[src/rtl/jtag_pkg.sv]
// Shared TAP definitions: state encoding, instruction opcodes and IR capture value.
package jtag_pkg;

    // Standard 1149.1 four-bit state encoding.
    typedef enum logic [3:0] {
        EX2_DR = 4'h0,
        EX1_DR = 4'h1,
        SH_DR  = 4'h2,
        PA_DR  = 4'h3,
        SEL_IR = 4'h4,
        UPD_DR = 4'h5,
        CAP_DR = 4'h6,
        SEL_DR = 4'h7,
        EX2_IR = 4'h8,
        EX1_IR = 4'h9,
        SH_IR  = 4'hA,
        PA_IR  = 4'hB,
        RTI    = 4'hC,
        UPD_IR = 4'hD,
        CAP_IR = 4'hE,
        TLR    = 4'hF
    } tap_state_e;

    localparam logic [1:0] EXTEST = 2'b00;
    localparam logic [1:0] SAMPLE = 2'b01;
    localparam logic [1:0] INTEST = 2'b10;
    localparam logic [1:0] BYPASS = 2'b11;

    // The two LSBs captured into the IR are always 01.
    localparam logic [1:0] IR_CAPTURE = 2'b01;

endpackage

[src/rtl/jtag_tap_controller_if.sv]
// Pin-side and CUT-side signals of the TAP controller, minus TCK/TRST.
interface jtag_tap_controller_if #(
    parameter int IR_WIDTH = 2
);
    logic                TMS;
    logic                TDI;
    logic                MUX_OUT;
    logic                TDO;
    logic                TDO_EN;
    logic                ShiftDR;
    logic                CaptureDR;
    logic                ClockDR;
    logic                UpdateDR;
    logic                Mode;
    logic                MUX_OUT_SEL;
    logic [IR_WIDTH-1:0] IR_OUT;

    modport slave (
        input  TMS, TDI, MUX_OUT,
        output TDO, TDO_EN, ShiftDR, CaptureDR, ClockDR, UpdateDR,
               Mode, MUX_OUT_SEL, IR_OUT
    );

    modport master (
        output TMS, TDI, MUX_OUT,
        input  TDO, TDO_EN, ShiftDR, CaptureDR, ClockDR, UpdateDR,
               Mode, MUX_OUT_SEL, IR_OUT
    );
endinterface

[src/rtl/jtag_tap_fsm.sv]
// 16-state TAP state machine: TMS-driven next state plus state register.
module jtag_tap_fsm
    import jtag_pkg::*;
(
    input  logic       TCK,
    input  logic       TRST,
    input  logic       tms_i,
    output tap_state_e state_o,
    output tap_state_e stateNext_o
);

    tap_state_e state_q;
    tap_state_e state_d;

    // State register; TRST wins over whatever TMS asks for.
    always_ff @(posedge TCK) begin
        if (TRST) begin
            state_q <= TLR;
        end else begin
            state_q <= state_d;
        end
    end

    // TMS transition table.
    always_comb begin
        state_d = TLR;
        case (state_q)
            TLR:     state_d = tms_i ? TLR    : RTI;
            RTI:     state_d = tms_i ? SEL_DR : RTI;
            SEL_DR:  state_d = tms_i ? SEL_IR : CAP_DR;
            CAP_DR:  state_d = tms_i ? EX1_DR : SH_DR;
            SH_DR:   state_d = tms_i ? EX1_DR : SH_DR;
            EX1_DR:  state_d = tms_i ? UPD_DR : PA_DR;
            PA_DR:   state_d = tms_i ? EX2_DR : PA_DR;
            EX2_DR:  state_d = tms_i ? UPD_DR : SH_DR;
            UPD_DR:  state_d = tms_i ? SEL_DR : RTI;
            SEL_IR:  state_d = tms_i ? TLR    : CAP_IR;
            CAP_IR:  state_d = tms_i ? EX1_IR : SH_IR;
            SH_IR:   state_d = tms_i ? EX1_IR : SH_IR;
            EX1_IR:  state_d = tms_i ? UPD_IR : PA_IR;
            PA_IR:   state_d = tms_i ? EX2_IR : PA_IR;
            EX2_IR:  state_d = tms_i ? UPD_IR : SH_IR;
            UPD_IR:  state_d = tms_i ? SEL_DR : RTI;
            default: state_d = TLR;
        endcase
    end

    assign state_o     = state_q;
    assign stateNext_o = state_d;

endmodule

[src/rtl/jtag_tap_controller.sv]
// TAP controller top: IR, instruction decode, DR control and clock gating, TDO.
module jtag_tap_controller
    import jtag_pkg::*;
#(
    parameter int                  IR_WIDTH   = 2,
    parameter logic [IR_WIDTH-1:0] IR_CAPTURE = IR_WIDTH'(jtag_pkg::IR_CAPTURE)
) (
    input  logic                  TCK,
    input  logic                  TRST,
    jtag_tap_controller_if.slave  bus
);

    tap_state_e          tapState;
    tap_state_e          tapStateNext;
    logic [IR_WIDTH-1:0] irShift_q;
    logic [IR_WIDTH-1:0] irShift_d;
    logic [IR_WIDTH-1:0] irOut_q;
    logic                shiftDr_q;
    logic                captureDr_q;
    logic                ckdrEn_q;
    logic                updEn_q;
    logic                tdo_q;
    logic                tdoEn_q;
    logic                mode;
    logic                muxOutSel;

    jtag_tap_fsm tapFsm (
        .TCK         (TCK),
        .TRST        (TRST),
        .tms_i       (bus.TMS),
        .state_o     (tapState),
        .stateNext_o (tapStateNext)
    );

    // IR shift stage: capture the fixed pattern, shift right with TDI at the MSB, else hold.
    always_comb begin
        irShift_d = irShift_q;
        case (tapState)
            CAP_IR:  irShift_d = IR_CAPTURE;
            SH_IR:   irShift_d = {bus.TDI, irShift_q[IR_WIDTH-1:1]};
            default: irShift_d = irShift_q;
        endcase
    end

    // Rising-edge state: IR shift stage plus ShiftDR/CaptureDR, registered from the next state.
    always_ff @(posedge TCK) begin
        if (TRST) begin
            irShift_q   <= '1;
            shiftDr_q   <= 1'b0;
            captureDr_q <= 1'b0;
        end else begin
            irShift_q   <= irShift_d;
            shiftDr_q   <= (tapStateNext == SH_DR);
            captureDr_q <= (tapStateNext == CAP_DR);
        end
    end

    // Falling-edge state: gate enables, TDO, and the IR update (TLR restores BYPASS).
    always_ff @(negedge TCK) begin
        ckdrEn_q <= (tapState == CAP_DR) || (tapState == SH_DR);
        updEn_q  <= (tapState == UPD_DR);
        tdoEn_q  <= (tapState == SH_IR) || (tapState == SH_DR);
        if (tapState == SH_IR) begin
            tdo_q <= irShift_q[0];
        end else if (tapState == SH_DR) begin
            tdo_q <= bus.MUX_OUT;
        end else begin
            tdo_q <= 1'b0;
        end
        if (tapState == TLR) begin
            irOut_q <= '1;
        end else if (tapState == UPD_IR) begin
            irOut_q <= irShift_q;
        end
    end

    // Instruction decode from the updated IR only; unknown codes behave as BYPASS.
    always_comb begin
        mode      = 1'b0;
        muxOutSel = 1'b0;
        case (irOut_q)
            IR_WIDTH'(EXTEST): begin
                mode      = 1'b1;
                muxOutSel = 1'b1;
            end
            IR_WIDTH'(SAMPLE): begin
                mode      = 1'b0;
                muxOutSel = 1'b1;
            end
            IR_WIDTH'(INTEST): begin
                mode      = 1'b1;
                muxOutSel = 1'b1;
            end
            default: begin
                mode      = 1'b0;
                muxOutSel = 1'b0;
            end
        endcase
    end

    assign bus.ClockDR     = TCK | ~ckdrEn_q;
    assign bus.UpdateDR    = ~TCK & updEn_q;
    assign bus.ShiftDR     = shiftDr_q;
    assign bus.CaptureDR   = captureDr_q;
    assign bus.TDO         = tdo_q;
    assign bus.TDO_EN      = tdoEn_q;
    assign bus.IR_OUT      = irOut_q;
    assign bus.Mode        = mode;
    assign bus.MUX_OUT_SEL = muxOutSel;

endmodule

[src/flat_wrapper.sv]
// flat-port wrapper written by rule: the top's interface ports become plain ports
module jtag_tap_controller_flat import jtag_pkg::*;
#(
    parameter int                  IR_WIDTH   = 2,
    parameter logic [IR_WIDTH-1:0] IR_CAPTURE = IR_WIDTH'(jtag_pkg::IR_CAPTURE)
)
  (TCK, TRST, bus_TMS, bus_TDI, bus_MUX_OUT, bus_TDO, bus_TDO_EN, bus_ShiftDR, bus_CaptureDR, bus_ClockDR, bus_UpdateDR, bus_Mode, bus_MUX_OUT_SEL, bus_IR_OUT);
  jtag_tap_controller_if #(.IR_WIDTH(IR_WIDTH)) bus_i ();
  input  logic TCK;
  input  logic TRST;
  input wire logic [$bits(bus_i.TMS)-1:0] bus_TMS;
  input wire logic [$bits(bus_i.TDI)-1:0] bus_TDI;
  input wire logic [$bits(bus_i.MUX_OUT)-1:0] bus_MUX_OUT;
  output wire logic [$bits(bus_i.TDO)-1:0] bus_TDO;
  output wire logic [$bits(bus_i.TDO_EN)-1:0] bus_TDO_EN;
  output wire logic [$bits(bus_i.ShiftDR)-1:0] bus_ShiftDR;
  output wire logic [$bits(bus_i.CaptureDR)-1:0] bus_CaptureDR;
  output wire logic [$bits(bus_i.ClockDR)-1:0] bus_ClockDR;
  output wire logic [$bits(bus_i.UpdateDR)-1:0] bus_UpdateDR;
  output wire logic [$bits(bus_i.Mode)-1:0] bus_Mode;
  output wire logic [$bits(bus_i.MUX_OUT_SEL)-1:0] bus_MUX_OUT_SEL;
  output wire logic [$bits(bus_i.IR_OUT)-1:0] bus_IR_OUT;
  assign bus_i.TMS = bus_TMS;
  assign bus_i.TDI = bus_TDI;
  assign bus_i.MUX_OUT = bus_MUX_OUT;
  assign bus_TDO = bus_i.TDO;
  assign bus_TDO_EN = bus_i.TDO_EN;
  assign bus_ShiftDR = bus_i.ShiftDR;
  assign bus_CaptureDR = bus_i.CaptureDR;
  assign bus_ClockDR = bus_i.ClockDR;
  assign bus_UpdateDR = bus_i.UpdateDR;
  assign bus_Mode = bus_i.Mode;
  assign bus_MUX_OUT_SEL = bus_i.MUX_OUT_SEL;
  assign bus_IR_OUT = bus_i.IR_OUT;
  jtag_tap_controller #(.IR_WIDTH(IR_WIDTH), .IR_CAPTURE(IR_CAPTURE)) u_core (.TCK(TCK), .TRST(TRST), .bus(bus_i));
endmodule
[config.mk]
export PLATFORM = sky130hd
export DESIGN_NAME = jtag_tap_controller_flat
export DESIGN_NICKNAME = d
export VERILOG_FILES = /design/src/rtl/jtag_pkg.sv /design/src/rtl/jtag_tap_controller_if.sv /design/src/rtl/jtag_tap_fsm.sv /design/src/rtl/jtag_tap_controller.sv /design/src/flat_wrapper.sv
export SDC_FILE = /design/constraint.sdc
export NUM_CORES = 1
export LEC_CHECK = 0
export CORE_UTILIZATION = 38
export DETAILED_ROUTE_END_ITERATION = 10
export GPL_TIMING_DRIVEN = 0
export PLACE_DENSITY = 0.78
export REMOVE_ABC_BUFFERS = 1
export SYNTH_ARGS = -nofsm -noshare
export SYNTH_HDL_FRONTEND = slang
export SYNTH_SLANG_ARGS = --single-unit
[constraint.sdc]
create_clock -name TCK -period 1.34 [get_ports TCK]
set_clock_uncertainty 0.15 [all_clocks]
set_input_delay 0.268 -clock TCK [delete_from_list [all_inputs] [get_ports TCK]]
set_output_delay 0.268 -clock TCK [all_outputs]
set_load 0.05 [all_outputs]
==> metrics.yaml <==
outcome: "complete, but fails checks"
violations: "negative setup slack"
end_kind: "output pin"
power.density_mw_per_mm2: 1290
die_area_sq_mm: 0.00171
route.detailed.wl_per_inst_um: 15.9
timing.rr.start: "u_core.tapFsm.state_o[0]"
layout-drive-gt1-share: 0.664
relSlewSlack: 0.684
crit_arrival_ns: 1.73
yosysSeqAreaShare: 0.478
clkLatencyLatePin_ns: 0.40
n_antenna_cell: 0
finalMaxSlewViolations: 0
final_nets: 113
r2r-end: "u_core.ckdrEn_q"
grt_max_degree: 10
worstSetupStartpoint: "u_core.updEn_q"
via_per_inst: 5.25
drcViolationCount: 0
ys_warn_count: 0
initial_core_util: 0.429
hold_ws_ns: 0.245
finalSetupViolations: 22
r2r_slack_ns: -0.26
maxCapViolations: 0
path_max_fanout: 1
worst_slew_pin_slew_ns: 0.473
track_usage: 0.252
crit_end: "bus_UpdateDR"
die_y_um: 41.3
synth_area_leader_cell: "dfxtp_1"
io_buffers: 14
detailed_place_hpwl_um: 748
pwr-share-clk: 0.332
switching_share: 0.369
synth_area_per_cell_sq_um: 8.89
combPwrFrac: 0.340
cts_tree: "yes"
hp-class: "in2reg"
wl_um: 1940
netlist_instances: 66
worstPathRequired_ns: 0.92
first_iter_violations: 12
worst_slack_ns: -0.808
synth.ff_latch_count: 14
cts.clk_slew.worst_paths_ns: 0.09
ioPinCount: 15
critPathKind: "reg2out"
yosysUniqueCellTypes: 23
p_int_mw: 0.975
antenna_found_initial: 0
cp-start-kind: "flop"
p_leak_nw: 0.546
core-area_sq_mm: 0.00137
post_synth_instance_area_sq_um: 587
reg2reg_depth: 2
p_seq_frac: 0.328
drtPass1Iterations: 4
area_growth_pct: 104
grt_pass1_wl_um: 2560
synth_top_area_share: 0.478
num_rows: 13
gp_congestion: 0.736
gr-total-overflow: 0
via_count: 641
post-place-ws_ns: -0.930
die_x_um: 41.3
hold_viol: 0
p_sw_mw: 0.570
synth_area_leaders: "dfxtp_1 (48%), nand2_1 (4.5%), a211o_1 (4.5%), nand2b_1 (4.3%), buf_2 (3.4%)"
max-vdd-ir-drop_v: 0.000971
grt_pass1_vias: 562
antenna_left: 0
rsz0062_at_grt: "true"
[worst min-delay path by stage]
stage | from | to | slack, ns | depth (start not counted)
final | bus_TMS | u_core.bus.ShiftDR | 0.25 | 2
after CTS | u_core.bus.IR_OUT[1] | u_core.bus.IR_OUT[1] | 0.33 | 2
after floorplan | bus_TMS | u_core.bus.ShiftDR | 0.19 | 1
after global placement | u_core.bus.IR_OUT[1] | u_core.bus.IR_OUT[1] | 0.31 | 2
after global routing | bus_TMS | u_core.bus.ShiftDR | 0.24 | 2
after detailed placement | u_core.irShift_q[1] | u_core.irShift_q[1] | 0.33 | 1
[cell families after synthesis]
family                 Yosys count  synth area share
muxes                            1            0.0171
AOI/OAI and AO/OA               11             0.128
and+or+nand+nor                 33             0.311
DFF                             14             0.478
buffers and inverters            7            0.0661
[power groups by stage]
stage	clock network (mW)	logic (mW)	registers, mW
after floorplan	0.0517	0.121	0.547
after global placement	0.0569	0.231	0.514
after detailed placement	0.0569	0.235	0.517
after CTS	0.514	0.394	0.495
after global routing	0.562	0.553	0.509
final	0.513	0.525	0.507
[synth_stat cells]
cell type / number
dfxtp_1: 14
nand2_1: 7
buf_2: 4
nand2b_1: 4
nor2_1: 4
nor3_1: 4
a211o_1: 3
a21oi_1: 3
nand3_1: 3
nor2b_1: 3
inv_1: 2
nor3b_1: 2
nor4_1: 2
o21ai_0: 2
a21oi_2: 1
buf_6: 1
mux2i_1: 1
nand3b_1: 1
o21a_1: 1
o21bai_1: 1
or2b_4: 1
or3b_2: 1
or4_1: 1
[worst max-delay path, stage by stage (launching register included)]
cell	delay (ns)
dfxtp_2	0.31
nor2b_4	0.14
buf_8	0.15
[cells in the final DEF (no fill, tap or decap), drive strengths merged, types with 2 or more instances in the layout]
| cell | netlist | routed |
|---|---|---|
| o21ai | 2 | 2 |
| nor2b | 3 | 3 |
| clkbuf | 0 | 6 |
| nand3 | 3 | 3 |
| nand2b | 4 | 4 |
| nor3b | 2 | 2 |
| nor2 | 4 | 4 |
| nor3 | 4 | 4 |
| a211o | 3 | 3 |
| clkdlybuf4s50 | 0 | 3 |
| inv | 2 | 8 |
| nor4 | 2 | 2 |
| buf | 5 | 29 |
| a21oi | 4 | 4 |
| dfxtp | 14 | 14 |
| nand2 | 7 | 7 |
[sequential cells by signal, indices dropped and copies added (netlist names)]
name,count
u_core.bus.TDO_EN,1
u_core.bus.ShiftDR,1
u_core.updEn_q,1
u_core.tapFsm.state_o,4
u_core.irShift_q,2
u_core.bus.TDO,1
u_core.ckdrEn_q,1
u_core.bus.CaptureDR,1
u_core.bus.IR_OUT,2
[final cells by class]
| type | instances | area (sq um) |
|---|---|---|
| Clock buffer | 8 | 75.1 |
| Fill cell | 65 | 171 |
| Tap cell | 15 | 18.8 |
| Clock inverter | 8 | 30.0 |
| Timing Repair Buffer | 31 | 355 |
| Multi-Input combinational cell | 45 | 404 |
| Inverter | 1 | 3.75 |
| Sequential cell | 14 | 308 |
[routing by layer]
layer | part of all wire | routed length, um | GRT usage
met5 | 0 | 0 | 0
met1 | 0.37 | 722 | 0.249
met4 | 0.0077 | 15 | 0.129
met3 | 0.051 | 99 | 0.138
met2 | 0.57 | 1100 | 0.422
[per-stage QoR]
step	instances	total power, mW	utilization	instance area, sq um	TNS (ns)
final	122	1.55	0.875	1190	-7.46
after global routing	122	1.62	0.875	1190	-8.18
after floorplan	61	0.720	-	556	-6.52
after detailed placement	90	0.809	0.523	714	-11.77
after CTS	117	1.40	0.746	1020	-7.09
after global placement	90	0.801	0.523	714	-11.56
[repair_timing]
item,CTS,global route
gates resized for setup,110,33
pin swaps,6,10
setup endpoints to repair,20,23
setup buffers,14,6
hold buffers,0,0
gates cloned,0,0
No activity file was read; power rests on OpenSTA's default activity.
